### config.mk
export PLATFORM = sky130hd
export DESIGN_NAME = text_buf_ctrl
export DESIGN_NICKNAME = d
export VERILOG_FILES = /design/src/rtl/text_pkg.sv /design/src/rtl/text_ram.sv /design/src/rtl/text_buf_ctrl.sv
export SDC_FILE = /design/constraint.sdc
export NUM_CORES = 2
export LEC_CHECK = 0
export BUFFER_PORTS_ARGS = -buffer_cell sky130_fd_sc_hd__buf_2
export CAP_MARGIN = 20
export CORE_MARGIN = 8
export CORE_UTILIZATION = 55
export DETAILED_ROUTE_END_ITERATION = 8
export GPL_TIMING_DRIVEN = 0
export PLACE_DENSITY_LB_ADDON = 0.08
export SETUP_SLACK_MARGIN = 0.2
export SKIP_LAST_GASP = 1
export SLEW_MARGIN = 5
export SYNTH_ARGS = -nofsm -noshare
export SYNTH_HDL_FRONTEND = slang
export SYNTH_SLANG_ARGS = --single-unit
### constraint.sdc
create_clock -name pclk -period 13.8 [get_ports pclk]
set_input_delay 0.69 -clock pclk [delete_from_list [all_inputs] [get_ports pclk]]
set_output_delay 0.69 -clock pclk [all_outputs]
set_load 0.01 [all_outputs]
### src/rtl/text_pkg.sv
// Shared constants and state encoding for the score-line text buffer.
package text_pkg;

   localparam int unsigned TEXT_COLS = 16;
   localparam int unsigned TEXT_ROWS = 16;
   localparam int unsigned ADDR_W    = 8;
   localparam int unsigned CHAR_W    = 7;
   localparam int unsigned SCORE_W   = 7;

   localparam logic [CHAR_W-1:0]  BLANK_CHAR = 7'h20;
   localparam logic [CHAR_W-1:0]  ASCII_ZERO = 7'h30;
   localparam logic [SCORE_W-1:0] SCORE_MAX  = 7'd99;

   typedef enum logic [2:0] {
      INIT,
      IDLE,
      CONV,
      WAIT_VB,
      WRITE
   } state_e;

   // Two-digit display: anything above 99 pins at 99.
   function automatic logic [SCORE_W-1:0] sat_score(input logic [SCORE_W-1:0] s);
      return (s > SCORE_MAX) ? SCORE_MAX : s;
   endfunction

endpackage

### src/rtl/text_ram.sv
// 256x7 text buffer: one write port, one registered read port (read-old-data on collision).
module text_ram
   import text_pkg::*;
(
   input  logic              pclk,
   input  logic              rst,
   input  logic              we_i,
   input  logic [ADDR_W-1:0] waddr_i,
   input  logic [CHAR_W-1:0] wdata_i,
   input  logic [ADDR_W-1:0] raddr_i,
   output logic [CHAR_W-1:0] rdata_o
);

   logic [CHAR_W-1:0] mem [TEXT_ROWS*TEXT_COLS];
   logic [CHAR_W-1:0] rdata_q;

   always_ff @(posedge pclk) begin
      if (we_i) begin
         mem[waddr_i] <= wdata_i;
      end
   end

   // Output register clears on reset; the array itself is cleared by the INIT sweep.
   always_ff @(posedge pclk) begin
      if (rst) begin
         rdata_q <= '0;
      end else begin
         rdata_q <= mem[raddr_i];
      end
   end

   assign rdata_o = rdata_q;

endmodule

### src/rtl/text_buf_ctrl.sv
// Score-line text buffer controller: clears the buffer, converts two scores to
// decimal digits and writes them into the score row during vertical blanking.
module text_buf_ctrl
   import text_pkg::*;
#(
   parameter int unsigned       ROW        = 0,
   parameter int unsigned       COL_L      = 2,
   parameter int unsigned       COL_R      = 12,
   parameter logic [CHAR_W-1:0] BLANK_CHAR = text_pkg::BLANK_CHAR
) (
   input  logic               pclk,
   input  logic               rst,
   input  logic               vblnk_in,
   input  logic               score_valid,
   output logic               score_ready,
   input  logic [SCORE_W-1:0] score_l,
   input  logic [SCORE_W-1:0] score_r,
   input  logic [ADDR_W-1:0]  char_xy,
   output logic [CHAR_W-1:0]  char_code,
   output logic               busy
);

   state_e             state_q, state_d;
   logic [ADDR_W-1:0]  init_cnt_q, init_cnt_d;
   logic [SCORE_W-1:0] rem_l_q, rem_l_d, rem_r_q, rem_r_d;
   logic [3:0]         tens_l_q, tens_l_d, tens_r_q, tens_r_d;
   logic [1:0]         wr_idx_q, wr_idx_d;
   logic               ready_q, busy_q;

   logic               we_c;
   logic [ADDR_W-1:0]  waddr_c;
   logic [CHAR_W-1:0]  wdata_c;

   function automatic logic [CHAR_W-1:0] tens_char(input logic [3:0] t);
      return (t == 4'd0) ? BLANK_CHAR : ASCII_ZERO + CHAR_W'(t);
   endfunction

   always_ff @(posedge pclk) begin
      if (rst) begin
         state_q    <= INIT;
         init_cnt_q <= '0;
         rem_l_q    <= '0;
         rem_r_q    <= '0;
         tens_l_q   <= '0;
         tens_r_q   <= '0;
         wr_idx_q   <= '0;
         ready_q    <= 1'b0;
         busy_q     <= 1'b1;
      end else begin
         state_q    <= state_d;
         init_cnt_q <= init_cnt_d;
         rem_l_q    <= rem_l_d;
         rem_r_q    <= rem_r_d;
         tens_l_q   <= tens_l_d;
         tens_r_q   <= tens_r_d;
         wr_idx_q   <= wr_idx_d;
         ready_q    <= (state_d == IDLE);
         busy_q     <= (state_d != IDLE);
      end
   end

   always_comb begin
      state_d    = state_q;
      init_cnt_d = init_cnt_q;
      rem_l_d    = rem_l_q;
      rem_r_d    = rem_r_q;
      tens_l_d   = tens_l_q;
      tens_r_d   = tens_r_q;
      wr_idx_d   = wr_idx_q;
      we_c       = 1'b0;
      waddr_c    = init_cnt_q;
      wdata_c    = BLANK_CHAR;

      unique case (state_q)
         INIT: begin
            we_c       = 1'b1;
            init_cnt_d = init_cnt_q + ADDR_W'(1);
            if (init_cnt_q == ADDR_W'(255)) begin
               state_d = IDLE;
            end
         end
         IDLE: begin
            if (score_valid) begin
               rem_l_d  = sat_score(score_l);
               rem_r_d  = sat_score(score_r);
               tens_l_d = '0;
               tens_r_d = '0;
               wr_idx_d = '0;
               state_d  = CONV;
            end
         end
         // Repeated subtraction, both scores in lock-step; at most 9 steps plus the exit cycle.
         CONV: begin
            if (rem_l_q >= SCORE_W'(10)) begin
               rem_l_d  = rem_l_q - SCORE_W'(10);
               tens_l_d = tens_l_q + 4'd1;
            end
            if (rem_r_q >= SCORE_W'(10)) begin
               rem_r_d  = rem_r_q - SCORE_W'(10);
               tens_r_d = tens_r_q + 4'd1;
            end
            if ((rem_l_q < SCORE_W'(10)) && (rem_r_q < SCORE_W'(10))) begin
               state_d = WAIT_VB;
            end
         end
         WAIT_VB: begin
            if (vblnk_in) begin
               state_d = WRITE;
            end
         end
         WRITE: begin
            we_c     = 1'b1;
            wr_idx_d = wr_idx_q + 2'd1;
            unique case (wr_idx_q)
               2'd0: begin
                  waddr_c = {4'(ROW), 4'(COL_L)};
                  wdata_c = tens_char(tens_l_q);
               end
               2'd1: begin
                  waddr_c = {4'(ROW), 4'(COL_L + 1)};
                  wdata_c = ASCII_ZERO + rem_l_q;
               end
               2'd2: begin
                  waddr_c = {4'(ROW), 4'(COL_R)};
                  wdata_c = tens_char(tens_r_q);
               end
               default: begin
                  waddr_c = {4'(ROW), 4'(COL_R + 1)};
                  wdata_c = ASCII_ZERO + rem_r_q;
                  state_d = IDLE;
               end
            endcase
         end
         default: begin
            state_d = INIT;
         end
      endcase
   end

   text_ram u_text_ram (
      .pclk    (pclk),
      .rst     (rst),
      .we_i    (we_c & ~rst),
      .waddr_i (waddr_c),
      .wdata_i (wdata_c),
      .raddr_i (char_xy),
      .rdata_o (char_code)
   );

   assign score_ready = ready_q;
   assign busy        = busy_q;

endmodule
==> results.sh <==
export IMPL_cts_htree_levels=4
export IMPL_synth_seq_cells=1836
export IMPL_synth_cell_types=70
export IMPL_peakVddDrop_v=0.000141
export IMPL_syn_to_final_growth_pct=13.6
export IMPL_worst_slack_ps=8990
export IMPL_insertion_delay_ps=830
export IMPL_yosysMostFrequentCell="edfxtp_1"
export IMPL_fmax_ghz=0.208
export IMPL_rows=133
export IMPL_min_period_over_period=0.349
export IMPL_clk_pin_slew_worst_paths_ps=60
export IMPL_final_max_slew_viol_count=0
export IMPL_min_from="score_l[0]"
export IMPL_grt_pass1_wl_mm=326
export IMPL_synth_top_cell_area_share=0.743
export IMPL_via_per_inst=6.91
export IMPL_rsz0062_at_grt="false"
export IMPL_netlist_area_mm2=0.0724
export IMPL_use_met3=0.108
export IMPL_dp_slack_ps=8560
export IMPL_seq_area_frac_synth=0.755
export IMPL_cts_made_buffers=181
export IMPL_yosys_warnings=0
export IMPL_critPathLaunchType="input port"
export IMPL_ant_nets=0
export IMPL_syn_inst=3772
export IMPL_drcViolationCount=0
export IMPL_cts_setup_buffers=0
export IMPL_layout_min_cycle_time_ps=4810
export IMPL_die_h_um=379
export IMPL_arrival_ps=5470
export IMPL_avgRoutedWirePerCell_um=40.3
export IMPL_p_per_area_mw_per_mm2=139
export IMPL_drive_above_1_share=0.206
export IMPL_ios=35
export IMPL_clk_path_buf_depth=3
export IMPL_end_kind="flop"
export IMPL_drt_total_wl_mm=241
export IMPL_ff2ff_path_depth=8
export IMPL_synth_top_area_cell="edfxtp_1"
export IMPL_startpoint="char_xy[1]"
export IMPL_dieArea_mm2=0.144
export IMPL_use_met2=0.485
export IMPL_dr_pass1_iters=6
export IMPL_synth_edf_count=1792
export IMPL_die_w_um=379
export IMPL_track_usage=0.336
export IMPL_async_reset_ff_frac=0
export IMPL_route_vias_total=41500
export IMPL_rr_startpoint="state_q[1]$_SDFF_PP0_"
export IMPL_hold_viol_final=0
export IMPL_cts_tree="done"
export IMPL_ys_flop_type="edfxtp_1"
export IMPL_worst_pin_slew_ps=1410
export IMPL_crit_required_ps=14450
export IMPL_syn_avg_cell_area_um2=19.2
export IMPL_grt_max_degree=45
export IMPL_grt_pass1_vias=39500
export IMPL_drt_iter0_drc=7079
export IMPL_yosys_top_cells_area="edfxtp_1 74%, mux4_2 11%, mux2i_1 3.2%"
export IMPL_busiest_layer="met2"
export IMPL_slew_headroom=0.0569
export IMPL_p_leak_nw=24.0
export IMPL_setup_viol=0
export IMPL_worstHoldPathCells=3
export IMPL_cts_root_buf="clkbuf_16"
export IMPL_fin_worst_skew_ps=28.7
export IMPL_hp_class="in -> reg"
export IMPL_power_mw=11.4
export IMPL_overflow=0
export IMPL_nNetsFinal=4124
export IMPL_cp_max_fo=10
export IMPL_coreArea_mm2=0.131
export IMPL_holdWs_ps=178
export IMPL_maxCapViolCount=0
export IMPL_synth_nets=3810
export IMPL_placed_area_mm2=0.0764
export IMPL_postCtsHoldBufs=0
export IMPL_path_class="in -> reg"
export IMPL_use_met1=0.453
export IMPL_cts_resized=0
export IMPL_synthTopCellsByCount="1,792 x edfxtp_1, 353 x nor2_1, 343 x mux4_2, 228 x mux2i_1, 112 x clkbuf_1"
export IMPL_io_buffers=30
export IMPL_cts_sinks=1836
export IMPL_antenna_found_initial=16
export IMPL_dp_hpwl_mm=172
export IMPL_place_gp_congestion=1.01
export IMPL_status="finished clean"
export IMPL_start_util=0.552
export IMPL_final_area_mm2=0.0823
metal layers:
layer  vias up  share of wire  routed length [um]
met1     21800           0.37               89100
li1      16100              -                   -
met3       628           0.13               31000
met2      2933           0.43              104000
met5         -        0.00024                  58
met4         8          0.070               16900
worst paths after layout:
| kind | endpoint | slack, ps |
|---|---|---|
| setup reg to reg | u_text_ram.mem[161][1]$_DFFE_PP_ | 9200 |
| hold / removal | rem_l_q[0]$_SDFFE_PP0P_ | 180 |
| hold reg to reg | rem_l_q[0]$_SDFFE_PP0P_ | 530 |
| setup / recovery | u_text_ram.rdata_o[2]$_SDFF_PP0_ | 8990 |
cell families after synthesis:
| group | after synthesis | synth area share |
|---|---|---|
| flops | 1836 | 0.755 |
| compound gates | 387 | 0.0374 |
| fa+ha+maj | 12 | 0.00207 |
| simple gates | 692 | 0.0436 |
| mux | 582 | 0.141 |
| xor+xnor | 12 | 0.00145 |
| buf+inv | 251 | 0.0189 |
flip-flops by register name, summed over array words and instances, names as in the netlist:
signal              count
score_ready             1
rem_l_q                 7
u_text_ram.rdata_o      7
tens_l_q                4
rem_r_q                 7
u_text_ram.mem       1792
tens_r_q                4
state_q                 3
busy                    1
init_cnt_q              8
wr_idx_q                2
where the power goes:
group	switching, mW	internal, mW
logic	0.353	0.129
clock network	2.13	2.76
registers	0.00327	6.03
metrics by stage:
step | setup TNS, ps | instances | utilization
after floorplan | 0 | 3772 | -
after CTS | 0 | 5984 | 0.627
final | 0 | 5998 | 0.627
after global routing | 0 | 5991 | 0.627
after global placement | -8020740 | 5557 | 0.570
after detailed placement | 0 | 5654 | 0.583
cell type report:
type	count	area, um2
clock buffers	233	4880
multi-input cells	1685	16400
inverters	20	75.1
flip-flops and latches	1836	54700
diodes	10	25.0
well taps	1755	2200
clock inverters	97	877
fillers	9335	48900
repair buffers	131	1790
plain buffers	231	1310
worst max-delay path, cell delays in order:
cell and delay, ps:
buf_4 140, buf_4 420, nand2_1 500, clkbuf_1 560, o221ai_1 590, nand2_1 110, a211oi_1 1030, nand4_1 700
o22ai_1 690
cells in the final DEF, fill, tap and decap left out, types with 7 or more instances in the layout:
cell       count
a211oi_1      21
a21oi_1       52
a22oi_1       62
a31oi_1       16
buf_1          8
buf_12        18
buf_16        17
buf_2         74
buf_4         54
buf_6         40
buf_8         38
bufinv_16     14
clkbuf_1     148
clkbuf_16    187
clkbuf_2       7
clkinv_1      36
clkinv_2      33
dfxtp_1       44
diode_2       10
edfxtp_1    1792
ha_1          12
inv_1         19
mux2i_1      228
mux4_2       343
nand2_1       83
nand2b_1       9
nand3_1       48
nand4_1       29
nor2_1       350
nor2b_1       14
nor3_1        95
nor4_1        15
o21ai_0       60
o221ai_1      82
o22ai_1       42
xor2_1         8
No activity file was read; power rests on OpenSTA's default activity.
